===== src/rtl/serdes_framed.sv =====
// Framed serializer/deserializer with a valid/ready transmit handshake, a frame strobe on the
// first bit of every word, sticky framing-error detection and an internal loopback path.
module serdes_framed #(
    parameter int WIDTH     = 8,
    parameter bit LSB_FIRST = 1'b0
) (
    input  logic             clk,
    input  logic             rst,
    input  logic [WIDTH-1:0] tx_data,
    input  logic             tx_valid,
    output logic             tx_ready,
    output logic             ser_out,
    output logic             ser_frame,
    input  logic             ser_in,
    input  logic             ser_frame_in,
    input  logic             loopback,
    output logic [WIDTH-1:0] rx_data,
    output logic             rx_valid,
    output logic             rx_err
);

    localparam int            CW   = $clog2(WIDTH);
    localparam logic [CW-1:0] LAST = CW'(WIDTH - 1);
    localparam logic [CW-1:0] ZERO = {CW{1'b0}};
    localparam logic [CW-1:0] ONE  = CW'(1'b1);

    typedef enum logic [0:0] {
        TX_IDLE  = 1'b0,
        TX_SHIFT = 1'b1
    } tx_state_e;

    // Serial position i maps to this word bit; TX and RX share it so loopback is transparent.
    function automatic logic [CW-1:0] bit_pos(input logic [CW-1:0] idx);
        logic [CW-1:0] pos;
        if (LSB_FIRST) begin
            pos = idx;
        end else begin
            pos = LAST - idx;
        end
        return pos;
    endfunction

    tx_state_e        tx_state_r, tx_state_s;
    logic [CW-1:0]    tx_cnt_r, tx_cnt_s;
    logic [WIDTH-1:0] tx_sr_r, tx_sr_s;
    logic             ser_out_r, ser_out_s;
    logic             ser_frame_r, ser_frame_s;
    logic             tx_ready_s;
    logic             tx_load_s;

    logic             rx_frame_sel_s;
    logic             rx_bit_sel_s;
    logic [WIDTH-1:0] rx_word_s;
    logic [WIDTH-1:0] rx_first_s;
    logic [WIDTH-1:0] rx_sr_r;
    logic [WIDTH-1:0] rx_data_r;
    logic [CW-1:0]    rx_cnt_r;
    logic             rx_busy_r;
    logic             rx_valid_r;
    logic             rx_err_r;

    // TX next-state, bit counter and next serial output bit.
    always_comb begin
        tx_state_s  = tx_state_r;
        tx_cnt_s    = tx_cnt_r;
        tx_sr_s     = tx_sr_r;
        ser_out_s   = 1'b0;
        ser_frame_s = 1'b0;
        tx_ready_s  = (tx_state_r == TX_IDLE) ||
                      ((tx_state_r == TX_SHIFT) && (tx_cnt_r == LAST));
        tx_load_s   = tx_valid && tx_ready_s;
        if (tx_load_s) begin
            tx_state_s  = TX_SHIFT;
            tx_cnt_s    = ZERO;
            tx_sr_s     = tx_data;
            ser_out_s   = tx_data[bit_pos(ZERO)];
            ser_frame_s = 1'b1;
        end else begin
            case (tx_state_r)
                TX_IDLE: begin
                    tx_state_s = TX_IDLE;
                end
                TX_SHIFT: begin
                    if (tx_cnt_r == LAST) begin
                        tx_state_s = TX_IDLE;
                        tx_cnt_s   = ZERO;
                    end else begin
                        tx_cnt_s  = tx_cnt_r + ONE;
                        ser_out_s = tx_sr_r[bit_pos(tx_cnt_r + ONE)];
                    end
                end
                default: begin
                    tx_state_s = TX_IDLE;
                    tx_cnt_s   = ZERO;
                end
            endcase
        end
    end

    // TX state register and registered serial outputs.
    always_ff @(posedge clk) begin
        if (rst) begin
            tx_state_r  <= TX_IDLE;
            tx_cnt_r    <= ZERO;
            tx_sr_r     <= {WIDTH{1'b0}};
            ser_out_r   <= 1'b0;
            ser_frame_r <= 1'b0;
        end else begin
            tx_state_r  <= tx_state_s;
            tx_cnt_r    <= tx_cnt_s;
            tx_sr_r     <= tx_sr_s;
            ser_out_r   <= ser_out_s;
            ser_frame_r <= ser_frame_s;
        end
    end

    // RX source selection and word assembly with the currently sampled bit merged in.
    always_comb begin
        rx_frame_sel_s = loopback ? ser_frame_r : ser_frame_in;
        rx_bit_sel_s   = loopback ? ser_out_r   : ser_in;
        rx_word_s      = rx_sr_r;
        rx_word_s[bit_pos(rx_cnt_r)] = rx_bit_sel_s;
        rx_first_s     = {WIDTH{1'b0}};
        rx_first_s[bit_pos(ZERO)]    = rx_bit_sel_s;
    end

    // RX deserializer; a strobe while busy means the previous word was cut short.
    always_ff @(posedge clk) begin
        if (rst) begin
            rx_sr_r    <= {WIDTH{1'b0}};
            rx_data_r  <= {WIDTH{1'b0}};
            rx_cnt_r   <= ZERO;
            rx_busy_r  <= 1'b0;
            rx_valid_r <= 1'b0;
            rx_err_r   <= 1'b0;
        end else begin
            rx_valid_r <= 1'b0;
            if (rx_frame_sel_s) begin
                if (rx_busy_r) begin
                    rx_err_r <= 1'b1;
                end
                rx_sr_r   <= rx_first_s;
                rx_cnt_r  <= ONE;
                rx_busy_r <= 1'b1;
            end else if (rx_busy_r) begin
                if (rx_cnt_r == LAST) begin
                    rx_data_r  <= rx_word_s;
                    rx_valid_r <= 1'b1;
                    rx_busy_r  <= 1'b0;
                    rx_cnt_r   <= ZERO;
                end else begin
                    rx_sr_r  <= rx_word_s;
                    rx_cnt_r <= rx_cnt_r + ONE;
                end
            end
        end
    end

    assign tx_ready  = tx_ready_s;
    assign ser_out   = ser_out_r;
    assign ser_frame = ser_frame_r;
    assign rx_data   = rx_data_r;
    assign rx_valid  = rx_valid_r;
    assign rx_err    = rx_err_r;

endmodule


===== config.mk =====
export PLATFORM = sky130hd
export DESIGN_NAME = serdes_framed
export DESIGN_NICKNAME = d
export VERILOG_FILES = /design/src/rtl/serdes_framed.sv
export SDC_FILE = /design/constraint.sdc
export NUM_CORES = 1
export LEC_CHECK = 0
export ABC_AREA = 1
export ABC_CLOCK_PERIOD_IN_PS = 2000
export BUFFER_PORTS_ARGS = -buffer_cell sky130_fd_sc_hd__buf_2
export CORE_UTILIZATION = 45
export DETAILED_ROUTE_END_ITERATION = 6
export PLACE_DENSITY = 0.66
export SLEW_MARGIN = 15
export SYNTH_ARGS = -nofsm -noshare
export SYNTH_HDL_FRONTEND = slang
export SYNTH_SLANG_ARGS = --single-unit

===== constraint.sdc =====
create_clock -name clk -period 2 [get_ports clk]
set_input_delay 0.4 -clock clk [delete_from_list [all_inputs] [get_ports clk]]
set_output_delay 0.4 -clock clk [all_outputs]
set_load 0.01 [all_outputs]

After elaboration in Yosys (flattened, before gate mapping)
Cells that the tools add are included.
{ "op_classes": {"n_addsub": 4, "magnitude_cmp": 3, "n_eq_ne": 3, "muxes": 28, "n_bitwise": 4, "reduce_logical": 12} }
{ "ops": {"columns": ["op", "count"], "rows": [
  ["two-way mux 8 bit", 3],
  ["two-way mux 1 bit", 16],
  ["two-way mux 3 bit", 5],
  ["bitwise mux 8 bit", 1],
  ["< comparator 3 x 4 -> 1 bit, second input constant", 2],
  ["adder 3 x 1 -> 3 bit, second input constant", 2],
  ["equality test 3 bit, second input constant", 2],
  ["AND reduction 2 bit", 3],
  ["subtractor 3 bit, first input constant", 2],
  ["NOT 1 bit", 4],
  ["OR reduction 2 bit", 2],
  ["binary-select mux 1 bit (select 3 bit)", 1],
  ["demux 1 bit (select 3 bit)", 1],
  ["greater-or-equal comparator 3 x 1 -> 1 bit, second input constant", 1],
  ["logical AND 1 bit", 3],
  ["AND reduction 3 bit", 1],
  ["OR reduction 3 bit", 1],
  ["!= test 2 bit, second input constant", 1],
  ["case mux 1 bit (2 select lines)", 1],
  ["nonzero test 2 bit", 1],
  ["logical OR 1 bit", 1]
]} }
{ "word_totals": {"register_bits": 36, "inputBits": 14, "out_inout_bits": 13, "word_cells": 67} }

Depth between registers and ports, before layout
Gate-level depths: netlist of run 1.
{ "depth": {"ltp_word": 10, "depth_mapped": 9, "depth_no_buf": 9} }

Worst setup path before layout of run 1
OpenSTA, ideal clock, no wires.
{ "synth_path": {"path_type": "reg-to-reg", "from": "register rx_cnt_r[1]", "to": "register rx_sr_r[1]", "setup_ns": 0.115, "arrival_ns": 1.350, "required_ns": 1.885, "path_slack_ns": 0.535, "path_stages_with_launch": 10, "n_path_buf": 0, "synth_period_minus_slack_ns": 1.465, "path_cell_list": "dfxtp_1 ha_1 ha_1 inv_1 nand2_2 clkinv_1 nor2_1 nor2_1 o21ai_0 inv_1"} }
{ "synth_via": {"elab_chain_cells": 6, "word_cells_on_any_way": 10, "cone_classes": "add/sub (1); order compare (2); eq/ne (1); mux (3); bitwise (1); reduce/logical (2)"} }
{ "synth_rtl": {"columns": ["element", "line_no", "rtl"], "rows": [
  ["from (decl)", "57", "logic [CW-1:0] rx_cnt_r;"],
  ["from (signal assigned)", "153", "rx_cnt_r <= rx_cnt_r + ONE;"],
  ["subtractor 3 bit", "38", "pos = LAST - idx;"],
  ["< comparator 3 x 4 -> 1 bit (implied by the code) or greater-or-equal comparator 3 x 1 -> 1 bit (tied branches)", "122", "rx_word_s[bit_pos(rx_cnt_r)] = rx_bit_sel_s;"],
  ["logical AND 1 bit (implied by the code)", "122", null],
  ["two-way mux 1 bit (implied by the code)", "122", null],
  ["demux 1 bit (select 3 bit)", "122", null],
  ["bitwise mux 8 bit", "122", null],
  ["to (signal assigned)", "130", "rx_sr_r <= {WIDTH{1'b0}};"],
  ["to (signal assigned)", "142", "rx_sr_r <= rx_first_s;"],
  ["to (signal assigned)", "152", "rx_sr_r <= rx_word_s;"],
  ["to (decl)", "55", "logic [WIDTH-1:0] rx_sr_r;"]
]} }
Several ways; a longest one is shown, not always the timed one.
A chain may end at the register's enable or synchronous reset.

Worst setup path after layout of run 1
{ "layout_path": {"from": "register tx_cnt_r[0]", "to": "output tx_ready"} }
{ "layout_via": {"elab_chain_cells": 3} }
{ "layout_rtl": {"columns": ["element", "line_no", "rtl"], "rows": [
  ["from (decl)", "44", "logic [CW-1:0] tx_cnt_r, tx_cnt_s;"],
  ["from (signal assigned)", "110", "tx_cnt_r <= tx_cnt_s;"],
  ["equality test 3 bit", "70", "((tx_state_r == TX_SHIFT) && (tx_cnt_r == LAST));"],
  ["logical AND 1 bit", "70", null],
  ["logical OR 1 bit", "69", "tx_ready_s = (tx_state_r == TX_IDLE) ||"],
  ["to (decl)", "11", "output logic tx_ready,"]
]} }
Every way passes these cells.

==> summary by stage, run 1 <==
Run status
The flow ran to the end, and the final reports show no timing, DRC or antenna violations.

Power and ir drop
The power density over the cells is 755 mW/mm^2. VDD sags by at most 0.000450 V. The total leakage power is 0.972 nW.

Synth
Synthesis handed over a netlist of around 240 instances. The number of distinct library cell variants in the gate-level netlist after synthesis is 20. Yosys printed 0 warnings.

In this run, synthesis produced a sequential element count of 36. Dividing the synthesized area by the synthesized cell count gives just under 7 sq um. Summing the areas of all compound-gate instances in the mapped netlist gives 10.6% of the synthesized area.

In the synthesized netlist, mux cells make up 0% of the area. The cell area after synthesis is 0.00166 sq mm. Summing the areas of all and, or, nand and nor instances in the mapped netlist gives a little under a third of the synthesized area. Ranked by total cell area, the synthesized netlist is headed by sky130_fd_sc_hd__dfxtp_1 43%, sky130_fd_sc_hd__nand2_1 14%, sky130_fd_sc_hd__inv_1 8.8%. The post-synthesis share of cell area spent on full adders, half adders and majority gates is 3.01%. The dominant combinational cell family by area after synthesis is simple AND/OR/NAND/NOR gates.

After synthesis, the largest area contributor takes up between 40% and 50% of total cell area. The cell taking the most area after synthesis is sky130_fd_sc_hd__dfxtp_1. The sequential area share after synthesis is between 40% and 50%. The number of nets in the synthesized netlist is ~260. After Yosys synthesis, XOR and XNOR cells account for 0% of the synthesized area.

GRT
The total congestion overflow after global routing is 0. The number of global-route vias before repair is between 1k and 1.5k. The first global-routing pass estimated 5.93 mm of wire. The pin count of the biggest net entering global routing is 17. The initial antenna violation count is 0. Global routing used around a fifth of the available tracks across all layers.

Setup path
Of all nets on the critical path, the largest fanout is 6. The kind of start point of the critical path is a register. The largest single stage delay on the critical path is 360 ps. At the worst endpoint, the arrival time is 1440 ps. In this design, the critical path's most frequently occurring cell is sky130_fd_sc_hd__ha_1. The signal on the critical path passes through ha_1, ha_1, nor2_2, inv_2, buf_2. In this run the critical register-to-register path is launched from rx_cnt_r[1].

The setup check on the worst reg-to-reg path leaves a slack of 350 ps. The worst register-to-register path ends at rx_sr_r[3]. The depth of the worst register-to-register path is 9.

The worst setup path category is reg -> out. The cell with the largest stage delay on the worst path is sky130_fd_sc_hd__dfxtp_1. At the worst endpoint, the required time is 1600 ps. The worst setup path is captured at a primary output.

Min path
The cell depth of the worst hold path is 3. The worst min-delay path category is in -> reg. The worst hold path terminates at tx_sr_r[4].

In this run the most critical hold path is launched from tx_data[4].

STA
For this run, the top clock speed supported by timing is between 0.5 and 0.6 GHz. Setup total negative slack on the finished layout was measured at 0 ps. The worst-margin pin slew is 339 ps. The final max-slew violation count was 0. Setup violations remaining at the end of the flow were counted as 0. Setup repair after global routing left no endpoint under its margin. After layout, the minimum clock period comes to 1840 ps. Clock skew on the completed layout was measured at slightly above 9 ps. The total count of hold-check failures in the final report is 0. Dividing the final minimum period by the clock period gives 92.0%. The worst slew margin relative to its limit is 77.4%. Across all hold checks on the routed design, the worst slack comes to ~310 ps.

Detailed routing
The routed length per placed instance is 10.2 microns. After the first detailed-routing iteration, the DRC count stood at 84. The sum of routed wire length over all layers is 3.30 mm.

The remaining number of nets flagged by the antenna check after routing is 0. The via count is 1505. Before antenna repair, the detailed router went through 4 iterations. For this run, design rule violations remaining after detail routing come to 0. The mean number of vias per cell is 4.67.

Place
The final weighted congestion in routability-driven placement is 0.767. Detailed placement ended at an HPWL of 2.44 mm. The count of input and output buffers is 26.

CTS
The clock transition at the registers of the reported paths is 60 ps. The cell chosen for the clock root is sky130_fd_sc_hd__clkbuf_8. The post-cts hold buffer count is 0.

The clock tree from TritonCTS is built. Counting the buffers created by CTS gives 5. The number of sinks driven by the clock tree is 36. The H-tree was split into 2 levels. The number of setup buffers added after CTS is 0.

The number of resized instances in the post-cts repair step is 0. The maximum clock insertion buffer count is 2. Clock latency on the worst-skew pair, taken at its later pin, is slightly below 300 ps.

Finish
In the final layout, the share of cells above drive strength 1 is 16.7%. The final net count is 293. The area growth from synthesis to layout is 15.9%. The repair_antennas step left the layout with diodes totalling 0. Cells fill between 50% and 60% of the core in the end. The number of inserted filler cells in the final layout is 345.

Floorplan
After floorplanning, the core was divided into 21 placement rows. The overall die width is 62.7 microns. 27 I/O pins were placed. The initial core utilization is 48.2%.

After floorplanning, the core was sized to cover around 0.0034 sq mm. The die boundary height is about 63 microns. The die area is 0.00394 sq mm.

Job
Across the run, the number of max-cap violations was 0.
routing by layer:
layer	global-route usage, %	up-vias	wire [microns]
li1	-	812	-
met5	0	-	0
met2	28.1	33	1380
met4	7.85	0	44
met3	4.93	5	131
met1	27.0	655	1740
flip-flops by register name (all words and copies together), names as in the netlist:
register and count:
rx_busy_r 1, rx_cnt_r 3, rx_data 8, rx_err 1, rx_sr_r 8, rx_valid 1, ser_frame 1, ser_out 1
tx_cnt_r 3, tx_sr_r 8, tx_state_r 1
worst max-delay path by stage:
| stage | endpoint | slack [ps] | from |
|---|---|---|---|
| 2_1_floorplan | rx_sr_r[1] | 530 | rx_cnt_r[1] |
| 3_3_place_gp | rx_sr_r[6] | 430 | rx_cnt_r[1] |
| 3_5_place_dp | rx_sr_r[2] | 360 | rx_cnt_r[1] |
| 4_1_cts | tx_ready | 150 | tx_cnt_r[0] |
| 5_1_grt | tx_ready | 60 | tx_cnt_r[0] |
| 6_report | tx_ready | 160 | tx_cnt_r[0] |
through the flow:
step / std cells / setup slack (ps) / instance area (sq um) / total power, mW
after global routing: 322 / 57.9 / 1920 / 1.53
after floorplan: 244 / 535 / 1660 / 0.898
after global placement: 314 / 434 / 1830 / 0.948
final: 322 / 159 / 1920 / 1.45
after CTS: 322 / 148 / 1920 / 1.47
after detailed placement: 314 / 358 / 1830 / 0.951
kinds of logic after synthesis:
| group | after synthesis |
|---|---|
| AO/OA/AOI/OAI | 35 |
| flip-flops | 36 |
| adder cells (fa/ha/maj) | 4 |
| buffers and inverters | 47 |
| AND/OR/NAND/NOR | 122 |
final cells by class:
cell class / count / area (sq um) / area share, %
clock buffer: 8 / 90.1 / 4.68
tap: 46 / 57.6 / 2.99
inverter: 43 / 161 / 8.39
timing repair buffer: 28 / 145 / 7.54
sequential: 36 / 721 / 37.5
multi-input combinational: 161 / 749 / 38.9
critical path, delay by kind of cell (launching register included):
kind | cells | cell delay, ps
buffers and inverters | 2 | 220
adder cells (fa/ha/maj) | 2 | 410
AND/OR/NAND/NOR | 1 | 170
flip-flops | 1 | 360
synth_stat cells (all sizes together):
library cell and number:
a21oi 11, buf 4, clkinv 1, dfxtp 36, ha 4, inv 42
nand2 65, nand3 17, nand3b 1, nor2 37, nor3 1, nor4 1
o21ai 24
cell usage in the layout (no fill, tap or decap), drive strengths merged:
cell / n
dfxtp: 36
inv: 42
nor3: 1
buf: 28
a21oi: 11
nor4: 1
nand3: 17
ha: 4
clkinv: 1
nor2: 37
clkbuf: 8
o21ai: 24
nand3b: 1
nand2: 65
power breakdown:
group          leakage, nW  switching, mW  internal [mW]
sequential           0.294         0.0216          0.748
combinational        0.633          0.107         0.0583
clock               0.0455          0.238          0.281
Note: power is estimated with default switching activity, not from simulation.
==> run 2, diff against run 1 <==
- BUFFER_PORTS_ARGS: -buffer_cell sky130_fd_sc_hd__buf_2 -> default
- CORE_UTILIZATION: 45 -> 55
- DONT_BUFFER_PORTS: default -> 1
- PLACE_DENSITY: 0.66 -> 0.7
==> summary by stage, run 2 (synthesis gave the netlist of run 1 again) <==
Finish
The area occupied by multi-input gates came to 749 sq um (unchanged). The number of inserted filler cells in the final layout came to 276 (-20%). The fraction of final layout cells with drive strength greater than 1 was 7.29% (-9.4 points). The utilization of the core after routing was 61.2% (+5.3 points). The number of diodes added for antenna fixing is 0 (unchanged). The most common cell after layout, fill and taps aside is sky130_fd_sc_hd__nand2_1.

The final non-filler cell area is 0.00172 sq mm (-11%). Leaving out fill and tap cells, the most frequent cells in the layout are 60 x sky130_fd_sc_hd__nand2_1, 39 x sky130_fd_sc_hd__inv_1, 36 x sky130_fd_sc_hd__dfxtp_1, 34 x sky130_fd_sc_hd__nor2_1, 24 x sky130_fd_sc_hd__o21ai_0. The final net count is 265 (-9.6%). The area taken by flip-flops and latches came to 721 sq um (unchanged). The area growth from synthesis to layout is 3.39%. The post-layout instance count excluding filler cells is 278 (-14%).

Floorplan
The number of ports placed on the die boundary came to 27 (unchanged). The die boundary height is 56.9 microns (-9.2%). The overall die width is 56.9 microns (-9.2%).

The count of standard-cell rows was 19 (-9.5%). The floorplan core area is 0.00281 sq mm (-19%). The initial core utilization was 59.2% (+11 points). The die area came to 0.00324 sq mm (-18%).

Place
The count of input and output buffers is 0 (-100%). The cell area after placement is 0.00167 sq mm (-8.9%). The final weighted congestion in routability-driven placement is 0.852 (+11%).

The number of cells after detailed placement is 271 (-14%). The post-DP HPWL is 2.20 mm (-9.5%).

Detailed routing
The sum of routed wire length over all layers is 3.09 mm (-6.3%). The remaining number of nets flagged by the antenna check after routing is 0 (unchanged). The mean number of vias per cell is 5.00 (+6.9%). The routed length per placed instance is 11.1 microns (+8.6%). The final routed DRC violation total was 2 (+2). The total iterations of the first detailed-routing run was 6 (+2).

The via count was 1389 (-7.7%). The violation count after the first detailed-routing iteration is 58 (-31%).

Setup path
The category of the worst setup path capture point is a register. In this run the worst setup path begins at rx_cnt_r[1]. The capturing element of the worst setup path is rx_sr_r[2]. The depth of the worst register-to-register path is 9 (unchanged). The startpoint identified for the worst register-to-register timing path is rx_cnt_r[1]. The required time of the worst setup path was 2240 ps (+640 ps). The worst setup path is of the reg -> reg kind.

The capture point of the worst reg-to-reg path is rx_sr_r[2]. The worst setup path is launched from a register. The register-to-register setup slack came to 210 ps (-140 ps).

The arrival time at the worst endpoint is 2030 ps (+590 ps). The peak fanout along the critical path is 10 (+4).

CTS
The number of sinks driven by the clock tree is 36 (unchanged). The number of resized instances in the post-cts repair step came to 0 (unchanged). The clock tree from TritonCTS is built. The maximum clock insertion buffer count was 2 (unchanged). The count of H-tree levels built during CTS is 2 (unchanged). The worst-skew pair later-pin latency was 340 ps (+50 ps). The number of buffers created by CTS is 5 (unchanged).

The clock transition at the registers of the reported paths is 100 ps (+40 ps). The post-cts hold buffer count came to 0 (unchanged). The tree is rooted in a sky130_fd_sc_hd__clkbuf_4. The post-CTS setup buffer count is 0 (unchanged).

STA
The setup violation total in the final timing report is 0 (unchanged). The post-route worst hold slack is 114 ps (-197 ps). The fmax came to 0.558 GHz (+2.7%). The ratio of final minimum period to clock period came to 89.6% (-2.4 points). The total count of hold-check failures in the final report is 0 (unchanged).

The minimum clock period is 1790 ps (-48.7 ps). The final setup skew is 6.45 ps (-2.81 ps). The sum of negative setup slack is 0 ps (unchanged).

The worst-margin pin slew is 363 ps (+23.9 ps). The worst slew margin relative to its limit is 75.8% (-1.6 points). Setup repair after global routing left no endpoint under its margin. The final max-slew violation count came to 0 (unchanged).

Min path
The worst hold path belongs to the class in -> reg.

Run status
The run finished, with violations left. The final reports fail on DRC.

GRT
The overall fraction of global-route tracks in use was 22.0% (+2.6 points). The pin count of the biggest net entering global routing is 17 (unchanged). The number of global-route vias before repair came to 1246 (-7.3%). The wire length of the first global-routing pass is 5.42 mm (-8.7%). The initial antenna violation count is 0 (unchanged). The total congestion overflow after global routing is 0 (unchanged).

Power and ir drop
The total leakage power is 0.826 nW (-15%). The peak supply drop was 0.000447 V (-0.58%). The power density over the cells is 738 mW/mm^2 (-2.2%).

Job
The number of max-cap violations was 0 (unchanged).
-- run 2: worst max-delay path: stages, from the launching register on --
cell and delay [ps]:
sky130_fd_sc_hd__dfxtp_1 480, sky130_fd_sc_hd__ha_1 200, sky130_fd_sc_hd__ha_1 140, sky130_fd_sc_hd__inv_1 60, sky130_fd_sc_hd__nand2_2 160, sky130_fd_sc_hd__clkinv_1 280, sky130_fd_sc_hd__nor2_1 180, sky130_fd_sc_hd__nor2_1 60
sky130_fd_sc_hd__o21ai_0 80, sky130_fd_sc_hd__inv_1 50
-- run 2: worst min path at each step --
| stage | start | to | slack (ps) | depth (start not counted) |
|---|---|---|---|---|
| detailed placement | tx_cnt_r[2] | tx_cnt_r[2] | 460 | 2 |
| floorplan | tx_cnt_r[1] | tx_cnt_r[1] | 440 | 2 |
| global placement | tx_cnt_r[1] | tx_cnt_r[1] | 460 | 2 |
| CTS | rst | rx_sr_r[7] | 110 | 1 |
| finish | rst | rx_sr_r[7] | 110 | 1 |
| global route | rst | rx_cnt_r[0] | 90 | 1 |
-- run 2: per-layer routing --
layer / GRT usage (%) / up-vias / part of all wire, %
met5: 0 / - / 0
met4: 6.27 / 0 / 1.1
met3: 8.84 / 4 / 6.2
met2: 35.3 / 43 / 44
met1: 27.4 / 585 / 49
li1: - / 757 / -
-- run 2: area by class of cell --
type | count | share of cell area (%)
clock buffers | 6 | 2.41
clock inverters | 1 | 0.292
inverters | 43 | 9.40
multi-input cells | 161 | 43.7
flip-flops and latches | 36 | 42.0
well taps | 31 | 2.26
-- run 2: power breakdown --
group	total (mW)	leakage, nW	internal (mW)	switching (mW)
clock network	0.357	0.0281	0.129	0.227
logic	0.141	0.504	0.0433	0.0974
registers	0.770	0.294	0.747	0.0230
total	1.27	0.826	0.920	0.348
-- run 2: metrics by stage --
| step | total power, mW | setup slack [ps] |
|---|---|---|
| floorplan | 0.898 | 535 |
| global placement | 0.926 | 322 |
| detailed placement | 0.927 | 277 |
| CTS | 1.28 | 224 |
| global route | 1.34 | 6.06 |
| finish | 1.27 | 208 |
